[config.mk]
export PLATFORM = sky130hd
export DESIGN_NAME = vector_mac_param_flat
export DESIGN_NICKNAME = d
export VERILOG_FILES = /design/src/rtl/vector_mac_param_if.sv /design/src/rtl/vector_mac_param.sv /design/src/flat_wrapper.sv
export SDC_FILE = /design/constraint.sdc
export NUM_CORES = 2
export LEC_CHECK = 0
export ABC_CLOCK_PERIOD_IN_PS = 6800
export BUFFER_PORTS_ARGS = -buffer_cell sky130_fd_sc_hd__clkbuf_2
export CAP_MARGIN = 10
export CORE_MARGIN = 5
export CORE_UTILIZATION = 30
export DETAILED_ROUTE_END_ITERATION = 6
export SLEW_MARGIN = 15
export SYNTH_ARGS = -nofsm -noshare
export SYNTH_HDL_FRONTEND = slang
export SYNTH_SLANG_ARGS = --single-unit
[constraint.sdc]
create_clock -name clk -period 6.8 [get_ports clk]
set_input_delay 0.68 -clock clk [delete_from_list [all_inputs] [get_ports clk]]
set_output_delay 0.68 -clock clk [all_outputs]
set_load 0.01 [all_outputs]
[src/rtl/vector_mac_param_if.sv]
// Operand/result stream bundle for vector_mac_param.
// The master side drives operands, config and out_ready; the slave side is the MAC engine.
interface vector_mac_param_if #(
  parameter int LANES  = 4,
  parameter int DATA_W = 8,
  parameter int ACC_W  = 32,
  parameter int CNT_W  = 16
) ();
  logic                      cfg_signed;
  logic [CNT_W-1:0]          cfg_beats;
  logic                      in_valid;
  logic                      in_ready;
  logic [LANES*DATA_W-1:0]   in_a;
  logic [LANES*DATA_W-1:0]   in_b;
  logic                      in_last;
  logic                      out_valid;
  logic                      out_ready;
  logic [ACC_W-1:0]          mac_out;
  logic [CNT_W-1:0]          out_count;
  logic                      out_ovf;

  modport master (
    output cfg_signed, cfg_beats, in_valid, in_a, in_b, in_last, out_ready,
    input  in_ready, out_valid, mac_out, out_count, out_ovf
  );

  modport slave (
    input  cfg_signed, cfg_beats, in_valid, in_a, in_b, in_last, out_ready,
    output in_ready, out_valid, mac_out, out_count, out_ovf
  );
endinterface

[src/rtl/vector_mac_param.sv]
// Pipelined LANES-wide dot-product engine with a programmable accumulation window.
// Define VMAC_SAT_EN for a saturating accumulator with a sticky overflow flag; otherwise it wraps.
module vector_mac_param #(
  parameter int LANES  = 4,
  parameter int DATA_W = 8,
  parameter int ACC_W  = 32,
  parameter int CNT_W  = 16
) (
  input  logic                clk,
  input  logic                rst_n,
  vector_mac_param_if.slave   bus
);
  localparam int T  = $clog2(LANES);
  localparam int PW = 2 * DATA_W;
  localparam int TW = PW + T;

  function automatic logic [TW-1:0] lane_mul(input logic [DATA_W-1:0] a, input logic [DATA_W-1:0] b,
                                             input logic sgn);
    logic signed [DATA_W:0] ea;
    logic signed [DATA_W:0] eb;
    logic signed [PW+1:0]   pr;
    ea = signed'({sgn & a[DATA_W-1], a});
    eb = signed'({sgn & b[DATA_W-1], b});
    pr = ea * eb;
    return TW'(pr);
  endfunction

  function automatic logic [ACC_W-1:0] ext_sum(input logic [TW-1:0] s, input logic sgn);
    logic [ACC_W-1:0] r;
    if (sgn) r = ACC_W'(signed'(s));
    else     r = ACC_W'(s);
    return r;
  endfunction

  logic r_out_valid;
  logic w_en, w_acc_in;
  assign w_en         = !(r_out_valid && !bus.out_ready);
  assign bus.in_ready = w_en;
  assign w_acc_in     = bus.in_valid && w_en;

  // Window bookkeeping at the input: config latched on a window's first beat, closing flag rides the beat
  logic             r_first, r_sgn_lat;
  logic [CNT_W-1:0] r_in_cnt, r_beats;
  logic [CNT_W-1:0] w_beats_cur, w_cnt_cur;
  logic             w_sgn_cur, w_close_in;

  always_comb begin
    w_beats_cur = r_beats;
    w_cnt_cur   = r_in_cnt;
    w_sgn_cur   = r_sgn_lat;
    if (r_first) begin
      w_beats_cur = (bus.cfg_beats == '0) ? CNT_W'(1) : bus.cfg_beats;
      w_cnt_cur   = '0;
      w_sgn_cur   = bus.cfg_signed;
    end
    w_close_in = bus.in_last || (w_cnt_cur == w_beats_cur - CNT_W'(1));
  end

  always_ff @(posedge clk or negedge rst_n) begin
    if (!rst_n) begin
      r_first   <= 1'b1;
      r_in_cnt  <= '0;
      r_beats   <= '0;
      r_sgn_lat <= 1'b0;
    end else if (w_acc_in) begin
      r_first   <= w_close_in;
      r_in_cnt  <= w_close_in ? '0 : w_cnt_cur + CNT_W'(1);
      r_beats   <= w_beats_cur;
      r_sgn_lat <= w_sgn_cur;
    end
  end

  // S1: input register
  logic [LANES*DATA_W-1:0] r_a_p0, r_b_p0;
  logic                    r_vld_p0, r_last_p0, r_sgn_p0;

  always_ff @(posedge clk or negedge rst_n) begin
    if (!rst_n) begin
      r_a_p0    <= '0;
      r_b_p0    <= '0;
      r_vld_p0  <= 1'b0;
      r_last_p0 <= 1'b0;
      r_sgn_p0  <= 1'b0;
    end else if (w_en) begin
      r_a_p0    <= bus.in_a;
      r_b_p0    <= bus.in_b;
      r_vld_p0  <= bus.in_valid;
      r_last_p0 <= w_close_in;
      r_sgn_p0  <= w_sgn_cur;
    end
  end

  // S2 and adder tree: level 0 holds the products, level l holds LANES>>l partial sums
  logic [TW-1:0] r_tree_p1 [T+1][LANES];
  logic [T:0]    r_vld_p1, r_last_p1, r_sgn_p1;

  always_ff @(posedge clk or negedge rst_n) begin
    if (!rst_n) begin
      for (int l = 0; l <= T; l++)
        for (int j = 0; j < LANES; j++) r_tree_p1[l][j] <= '0;
      r_vld_p1  <= '0;
      r_last_p1 <= '0;
      r_sgn_p1  <= '0;
    end else if (w_en) begin
      for (int j = 0; j < LANES; j++)
        r_tree_p1[0][j] <= lane_mul(r_a_p0[j*DATA_W +: DATA_W], r_b_p0[j*DATA_W +: DATA_W], r_sgn_p0);
      r_vld_p1[0]  <= r_vld_p0;
      r_last_p1[0] <= r_last_p0;
      r_sgn_p1[0]  <= r_sgn_p0;
      for (int l = 1; l <= T; l++) begin
        for (int j = 0; j < LANES / 2; j++)
          if (j < (LANES >> l)) r_tree_p1[l][j] <= r_tree_p1[l-1][2*j] + r_tree_p1[l-1][2*j+1];
        r_vld_p1[l]  <= r_vld_p1[l-1];
        r_last_p1[l] <= r_last_p1[l-1];
        r_sgn_p1[l]  <= r_sgn_p1[l-1];
      end
    end
  end

  // SA: tree sum extended to accumulator width
  logic [ACC_W-1:0] r_sum_p2;
  logic             r_vld_p2, r_last_p2;
`ifdef VMAC_SAT_EN
  logic             r_sgn_p2;
`endif

  always_ff @(posedge clk or negedge rst_n) begin
    if (!rst_n) begin
      r_sum_p2  <= '0;
      r_vld_p2  <= 1'b0;
      r_last_p2 <= 1'b0;
`ifdef VMAC_SAT_EN
      r_sgn_p2  <= 1'b0;
`endif
    end else if (w_en) begin
      r_sum_p2  <= ext_sum(r_tree_p1[T][0], r_sgn_p1[T]);
      r_vld_p2  <= r_vld_p1[T];
      r_last_p2 <= r_last_p1[T];
`ifdef VMAC_SAT_EN
      r_sgn_p2  <= r_sgn_p1[T];
`endif
    end
  end

  logic [ACC_W-1:0] r_acc, r_mac, w_acc_nxt;
  logic [CNT_W-1:0] r_cnt, r_out_cnt;

`ifdef VMAC_SAT_EN
  logic r_ovf, r_out_ovf, w_ovf_nxt;

  function automatic logic [ACC_W:0] sat_add(input logic [ACC_W-1:0] acc, input logic [ACC_W-1:0] add,
                                             input logic sgn);
    logic [ACC_W:0]   s;
    logic [ACC_W-1:0] v;
    logic             ovf;
    if (sgn) begin
      s   = {acc[ACC_W-1], acc} + {add[ACC_W-1], add};
      ovf = s[ACC_W] ^ s[ACC_W-1];
      v   = !ovf ? s[ACC_W-1:0] : (s[ACC_W] ? {1'b1, {(ACC_W-1){1'b0}}} : {1'b0, {(ACC_W-1){1'b1}}});
    end else begin
      s   = {1'b0, acc} + {1'b0, add};
      ovf = s[ACC_W];
      v   = ovf ? '1 : s[ACC_W-1:0];
    end
    return {ovf, v};
  endfunction

  // A clamped window holds its clamp value until it closes
  always_comb begin
    {w_ovf_nxt, w_acc_nxt} = sat_add(r_acc, r_sum_p2, r_sgn_p2);
    if (r_ovf) {w_ovf_nxt, w_acc_nxt} = {1'b1, r_acc};
  end
  assign bus.out_ovf = r_out_ovf;
`else
  assign w_acc_nxt   = r_acc + r_sum_p2;
  assign bus.out_ovf = 1'b0;
`endif

  // SO: accumulator update and result register; a closing beat loads SO and restarts the window
  always_ff @(posedge clk or negedge rst_n) begin
    if (!rst_n) begin
      r_acc       <= '0;
      r_cnt       <= '0;
      r_mac       <= '0;
      r_out_cnt   <= '0;
      r_out_valid <= 1'b0;
`ifdef VMAC_SAT_EN
      r_ovf       <= 1'b0;
      r_out_ovf   <= 1'b0;
`endif
    end else if (w_en) begin
      r_out_valid <= r_vld_p2 && r_last_p2;
      if (r_vld_p2) begin
        if (r_last_p2) begin
          r_mac     <= w_acc_nxt;
          r_out_cnt <= r_cnt + CNT_W'(1);
          r_acc     <= '0;
          r_cnt     <= '0;
`ifdef VMAC_SAT_EN
          r_out_ovf <= w_ovf_nxt;
          r_ovf     <= 1'b0;
`endif
        end else begin
          r_acc     <= w_acc_nxt;
          r_cnt     <= r_cnt + CNT_W'(1);
`ifdef VMAC_SAT_EN
          r_ovf     <= w_ovf_nxt;
`endif
        end
      end
    end
  end

  assign bus.out_valid = r_out_valid;
  assign bus.mac_out   = r_mac;
  assign bus.out_count = r_out_cnt;
endmodule

[src/flat_wrapper.sv]
// flat-port wrapper written by rule: the top's interface ports become plain ports
module vector_mac_param_flat 
#(
  parameter int LANES  = 4,
  parameter int DATA_W = 8,
  parameter int ACC_W  = 32,
  parameter int CNT_W  = 16
)
  (clk, rst_n, bus_cfg_signed, bus_cfg_beats, bus_in_valid, bus_in_a, bus_in_b, bus_in_last, bus_out_ready, bus_in_ready, bus_out_valid, bus_mac_out, bus_out_count, bus_out_ovf);
  vector_mac_param_if #(.LANES(LANES), .DATA_W(DATA_W), .ACC_W(ACC_W), .CNT_W(CNT_W)) bus_i ();
  input  logic clk;
  input  logic rst_n;
  input wire logic [$bits(bus_i.cfg_signed)-1:0] bus_cfg_signed;
  input wire logic [$bits(bus_i.cfg_beats)-1:0] bus_cfg_beats;
  input wire logic [$bits(bus_i.in_valid)-1:0] bus_in_valid;
  input wire logic [$bits(bus_i.in_a)-1:0] bus_in_a;
  input wire logic [$bits(bus_i.in_b)-1:0] bus_in_b;
  input wire logic [$bits(bus_i.in_last)-1:0] bus_in_last;
  input wire logic [$bits(bus_i.out_ready)-1:0] bus_out_ready;
  output wire logic [$bits(bus_i.in_ready)-1:0] bus_in_ready;
  output wire logic [$bits(bus_i.out_valid)-1:0] bus_out_valid;
  output wire logic [$bits(bus_i.mac_out)-1:0] bus_mac_out;
  output wire logic [$bits(bus_i.out_count)-1:0] bus_out_count;
  output wire logic [$bits(bus_i.out_ovf)-1:0] bus_out_ovf;
  assign bus_i.cfg_signed = bus_cfg_signed;
  assign bus_i.cfg_beats = bus_cfg_beats;
  assign bus_i.in_valid = bus_in_valid;
  assign bus_i.in_a = bus_in_a;
  assign bus_i.in_b = bus_in_b;
  assign bus_i.in_last = bus_in_last;
  assign bus_i.out_ready = bus_out_ready;
  assign bus_in_ready = bus_i.in_ready;
  assign bus_out_valid = bus_i.out_valid;
  assign bus_mac_out = bus_i.mac_out;
  assign bus_out_count = bus_i.out_count;
  assign bus_out_ovf = bus_i.out_ovf;
  vector_mac_param #(.LANES(LANES), .DATA_W(DATA_W), .ACC_W(ACC_W), .CNT_W(CNT_W)) u_core (.clk(clk), .rst_n(rst_n), .bus(bus_i));
endmodule
* After elaboration in Yosys (flattened, before gate mapping) *
Index checks and enable logic that the tools add are counted.

storage, ports and cells
  register bits = 367
  output and inout port bits = 51
  logic and storage cells = 65

cells by class
  add/subtract/negate cells = 7
  $mul = 4
  equal/unequal tests = 1
  muxes and demuxes = 8
  bitwise gates (word level) = 9
  reductions and logical operators = 9

operators by type and width
  kind                   count
  $mux 16                5
  $mul 9x9->18           4
  $mux 32                2
  $add 18x18->18         3
  $add 16x1->16 const B  2
  $add 32x32->32         1
  $eq 16x16->1           1
  $logic_not 16->1       1
  $sub 16x1->16 const B  1
  $and 1x1->1            8
  $logic_and 1x1->1      3
  $reduce_and 3->1       1
  $logic_not 1->1        2
  $reduce_and 2->1       1
  $logic_or 1x1->1       1
  $mux 1                 1
  $not 1->1              1

* Depth between registers and ports, before layout *
  word-level depth = 7
  gate-level depth with buffers = 24

* Worst setup path after synthesis *
OpenSTA, ideal clock, no wires.

  path type = register to register
  from = register u_core.r_sgn_p0
  to = register u_core.r_tree_p1[215] in the netlist's numbering
  data arrival time = 5.381 ns
  data required time = 6.667 ns
  path slack = 1.286 ns
  cell stages (with the launch flop) = 21
  buffers on the path = 2
  period minus slack after synthesis = 5.514 ns
  cell sequence = dfrtp_1 clkbuf_1 clkbuf_1 nand2_1 or2_2 fa_1 fa_1 fa_1 fa_1 fa_1 inv_1 ha_1 o21ai_0 a21boi_0 o21ai_0 a21boi_0 o21ai_0 a21oi_1 o41ai_1 xnor2_1 o21ai_0

on the way
  cells in the longest elaborated chain, start to end = 2

ends and longest elaborated chain
  item                            RTL line                                        text
  start: declaration              vector_mac_param.sv:75                          logic r_vld_p0, r_last_p0, r_sgn_p0;
  start signal: assignment        vector_mac_param.sv:89                          r_sgn_p0 <= w_sgn_cur;
  $and 1x1->1 (on tied branches)  vector_mac_param.sv:22, vector_mac_param.sv:23
  $mul 9x9->18 *                  vector_mac_param.sv:24                          pr = ea * eb;
  end signal: indexed assignment  vector_mac_param.sv:106                         r_tree_p1[0][j] <= lane_mul(r_a_p0[j*DATA_W +: DATA_W], r_b_p0[j*DATA_W +: DATA_W], r_sgn_p0);
  end signal: indexed assignment  vector_mac_param.sv:112                         if (j < (LANES >> l)) r_tree_p1[l][j] <= r_tree_p1[l-1][2*j] + r_tree_p1[l-1][2*j+1];
  end: declaration                vector_mac_param.sv:94                          logic [TW-1:0] r_tree_p1 [T+1][LANES];

Every way passes the cells marked *; elsewhere a longest branch is shown, timed or not.
A chain may end at the register's enable or synchronous reset.

* Worst setup path after layout *
  from = register u_core.r_sgn_p0
  to = register u_core.r_tree_p1[197] in the netlist's numbering

Same word-level chain as after synthesis.

==> reports/results.ini <==
[outcome]
outcome = complete, no violations

[logic_synthesis]
ys.warnings.count = 0
yosys_register_bits = 354
synth_cell_type_count = 75
synthCells = 3339
synth_area_leader_cell = dfrtp_1
synth_flop_cell = dfrtp_1
ys_seq_area_share_pct = 29.57
syn_area_per_cell_um2 = 8.973
synth_edf_count = 0
post-synth-top-area-fraction_pct = 29.48
synth_area_mm2 = 0.02996
async_reset_ff_share_pct = 100.0
synth_area_leaders = dfrtp_1, fa_1, ha_1, nand2_1, inv_1
synthesis.nets = 3946

[job]
maxCapViolations = 0

[worst_setup_path]
critical-path-top-delay-family = adder cells
crit_path_end_kind = register
crit_arrival_ns = 6.60
slowest_stage = dfrtp_1
max_stage_delay_ns = 0.74
setup.worst_path.class = register to register
cp_common_cell = fa_1
critPathBufInv = 5
crit_required_ns = 7.24
path_cells = buf_4 > nand2_1 > buf_4 > or2_2 > fa_1 > fa_1 > inv_1 > fa_1 > fa_1 > inv_1 > fa_1 > inv_1 > ha_1 > o21ai_0 > a21boi_0 > o21ai_0 > a21boi_0 > o21ai_0 > a21oi_1 > o41ai_1 > xnor2_1 > a21oi_1
crit_fanout = 12
start_kind = register

[route]
vias = 21890
vias_per_cell = 4.633
dr.pass1.iters = 5
drc = 0
drtIter0Drc = 1114
wire_per_inst_um = 14.13
drtAntennaViolNets = 0
routed_wl_um = 66760

[floorplan]
fp.dieH_um = 326.0
fp-row-count = 116
die-area_mm2 = 0.1063
core_mm2 = 0.09957
die_w_um = 326.0
io-pin-count = 137
start_util_pct = 30.09

[placement]
pre_cts_ws_ns = 0.6586
place_hpwl_um = 49990
placed_area_mm2 = 0.03184
portBuffers = 135
gp_congestion = 0.8159

[timing]
maxSlewViolCount = 0
clock_skew_ns = 0.01475
worstMarginPinSlew_ns = 0.9525
tns_ns = 0
clock.fmax_mhz = 162.2
finalHoldViolations = 0
setup_viol = 0
rsz0062_at_grt = no
setup_ws_ns = 0.6351
fin_crit_ns = 6.165
relSlewSlack_pct = 36.50
post-route-period-util_pct = 90.66

[cells_and_area]
final_cell_mix = nand2_1, inv_1, dfrtp_1
final_common_cell = nand2_1
area_growth_pct = 11.61
fin_nets = 3997
antennaDiodeCount = 0
final_area_mm2 = 0.03344
fillers = 10370
drive_gt1_share_pct = 8.640

[global_routing]
antenna_found_initial = 1
grt_max_degree = 135
track_usage_pct = 12.78
overflow = 0
grt_pass1_vias = 22460
grt_pass1_wl_um = 114300

[clock_tree]
htreeDepth = 2
cts_tree = built
clockBufferDepth = 3
cts.sinks = 354
numCtsBuffers = 47
post_cts_resized = 0
clockRootBuffer = clkbuf_16
path_clk_slew_ns = 0.06
post-cts-setup-buffers = 0
hold_buffers = 0
clock_latency_ns = 0.60

[hold_path]
min_path_type = input pin to async pin

-- layout make-up --
type / instances / area, µm² / share of cell area [%]
inverter: 396 / 1494 / 4.468
multi-input combinational: 2440 / 19050 / 56.97
clock buffer: 56 / 1301 / 3.892
timing repair buffer: 151 / 818.3 / 2.447
clock inverter: 29 / 291.5 / 0.8719
tap: 1298 / 1624 / 4.857
sequential: 354 / 8860 / 26.50
-- stage by stage --
| step | hold slack, ns | utilization [%] | cells |
|---|---|---|---|
| global placement | 0.4504 | 31.98 | 4639 |
| finish | 0.07647 | 33.58 | 4724 |
| detailed placement | 0.4550 | 31.98 | 4639 |
| floorplan | 0.3844 | - | 3339 |
| global route | 0.1265 | 33.58 | 4724 |
| CTS | 0.08452 | 33.58 | 4724 |
-- cell usage after synthesis, drive strengths merged, types with 10 or more instances --
cell	n
a21oi	135
inv	396
clkbuf	139
nand2b	27
nand2	690
nor2	198
o21ai	172
a211oi	12
o41ai	11
and3	42
o31ai	25
a21boi	17
a22o	18
nand3	34
nor4	13
xnor2	109
nor3	33
and2	110
dfrtp	353
a21o	29
xor2	66
mux2	33
ha	236
nor2b	15
fa	285
o21a	19
buf	10
-- sequential cells by signal (all words and copies together) (netlist names), 19 cells and up --
register and count:
u_core.r_tree_p1 126, u_core.r_sum_p2 19, u_core.r_acc 32, u_core.bus.mac_out 32
u_core.r_a_p0 32, u_core.r_b_p0 32
-- per-layer routing --
metal | part of all wire [%] | wire length (µm) | global-route usage [%]
met1 | 47 | 31650 | 17.19
met2 | 47 | 31700 | 21.87
met3 | 3.3 | 2198 | 1.917
met4 | 1.8 | 1201 | 2.886
met5 | 0 | 0 | 0
-- worst paths after layout --
| path | startpoint | to | slack (ns) | cells past startpoint |
|---|---|---|---|---|
| worst max-delay path | u_core.r_sgn_p0 | u_core.r_tree_p1[197] | 0.64 | 22 |
| worst min-delay path | rst_n | u_core.bus.out_count[12] | 0.08 | 1 |
| worst max register to register | u_core.r_sgn_p0 | u_core.r_tree_p1[197] | 0.64 | 22 |
| worst min register to register | u_core.r_tree_p1[54] | u_core.r_tree_p1[54] | 0.47 | 2 |
| max in group asynchronous | rst_n | u_core.r_b_p0[3] | 5.26 | 2 |
| min in group clk | bus_in_b[5] | u_core.r_b_p0[5] | 0.28 | 3 |
-- kinds of logic after synthesis --
family / after synthesis / synth area share [%]
multiplexers: 41 / 1.520
AND/OR/NAND/NOR: 1206 / 17.71
XOR/XNOR: 175 / 5.116
AO/OA/AOI/OAI: 496 / 10.24
flip-flops: 354 / 29.57
other: 1 / 0.01252
adder cells (fa/ha/maj): 521 / 28.90
buffers and inverters: 545 / 6.933
Power is not shown: default switching activity piles up to over one toggle a cycle in this logic, so the estimate is an artifact.
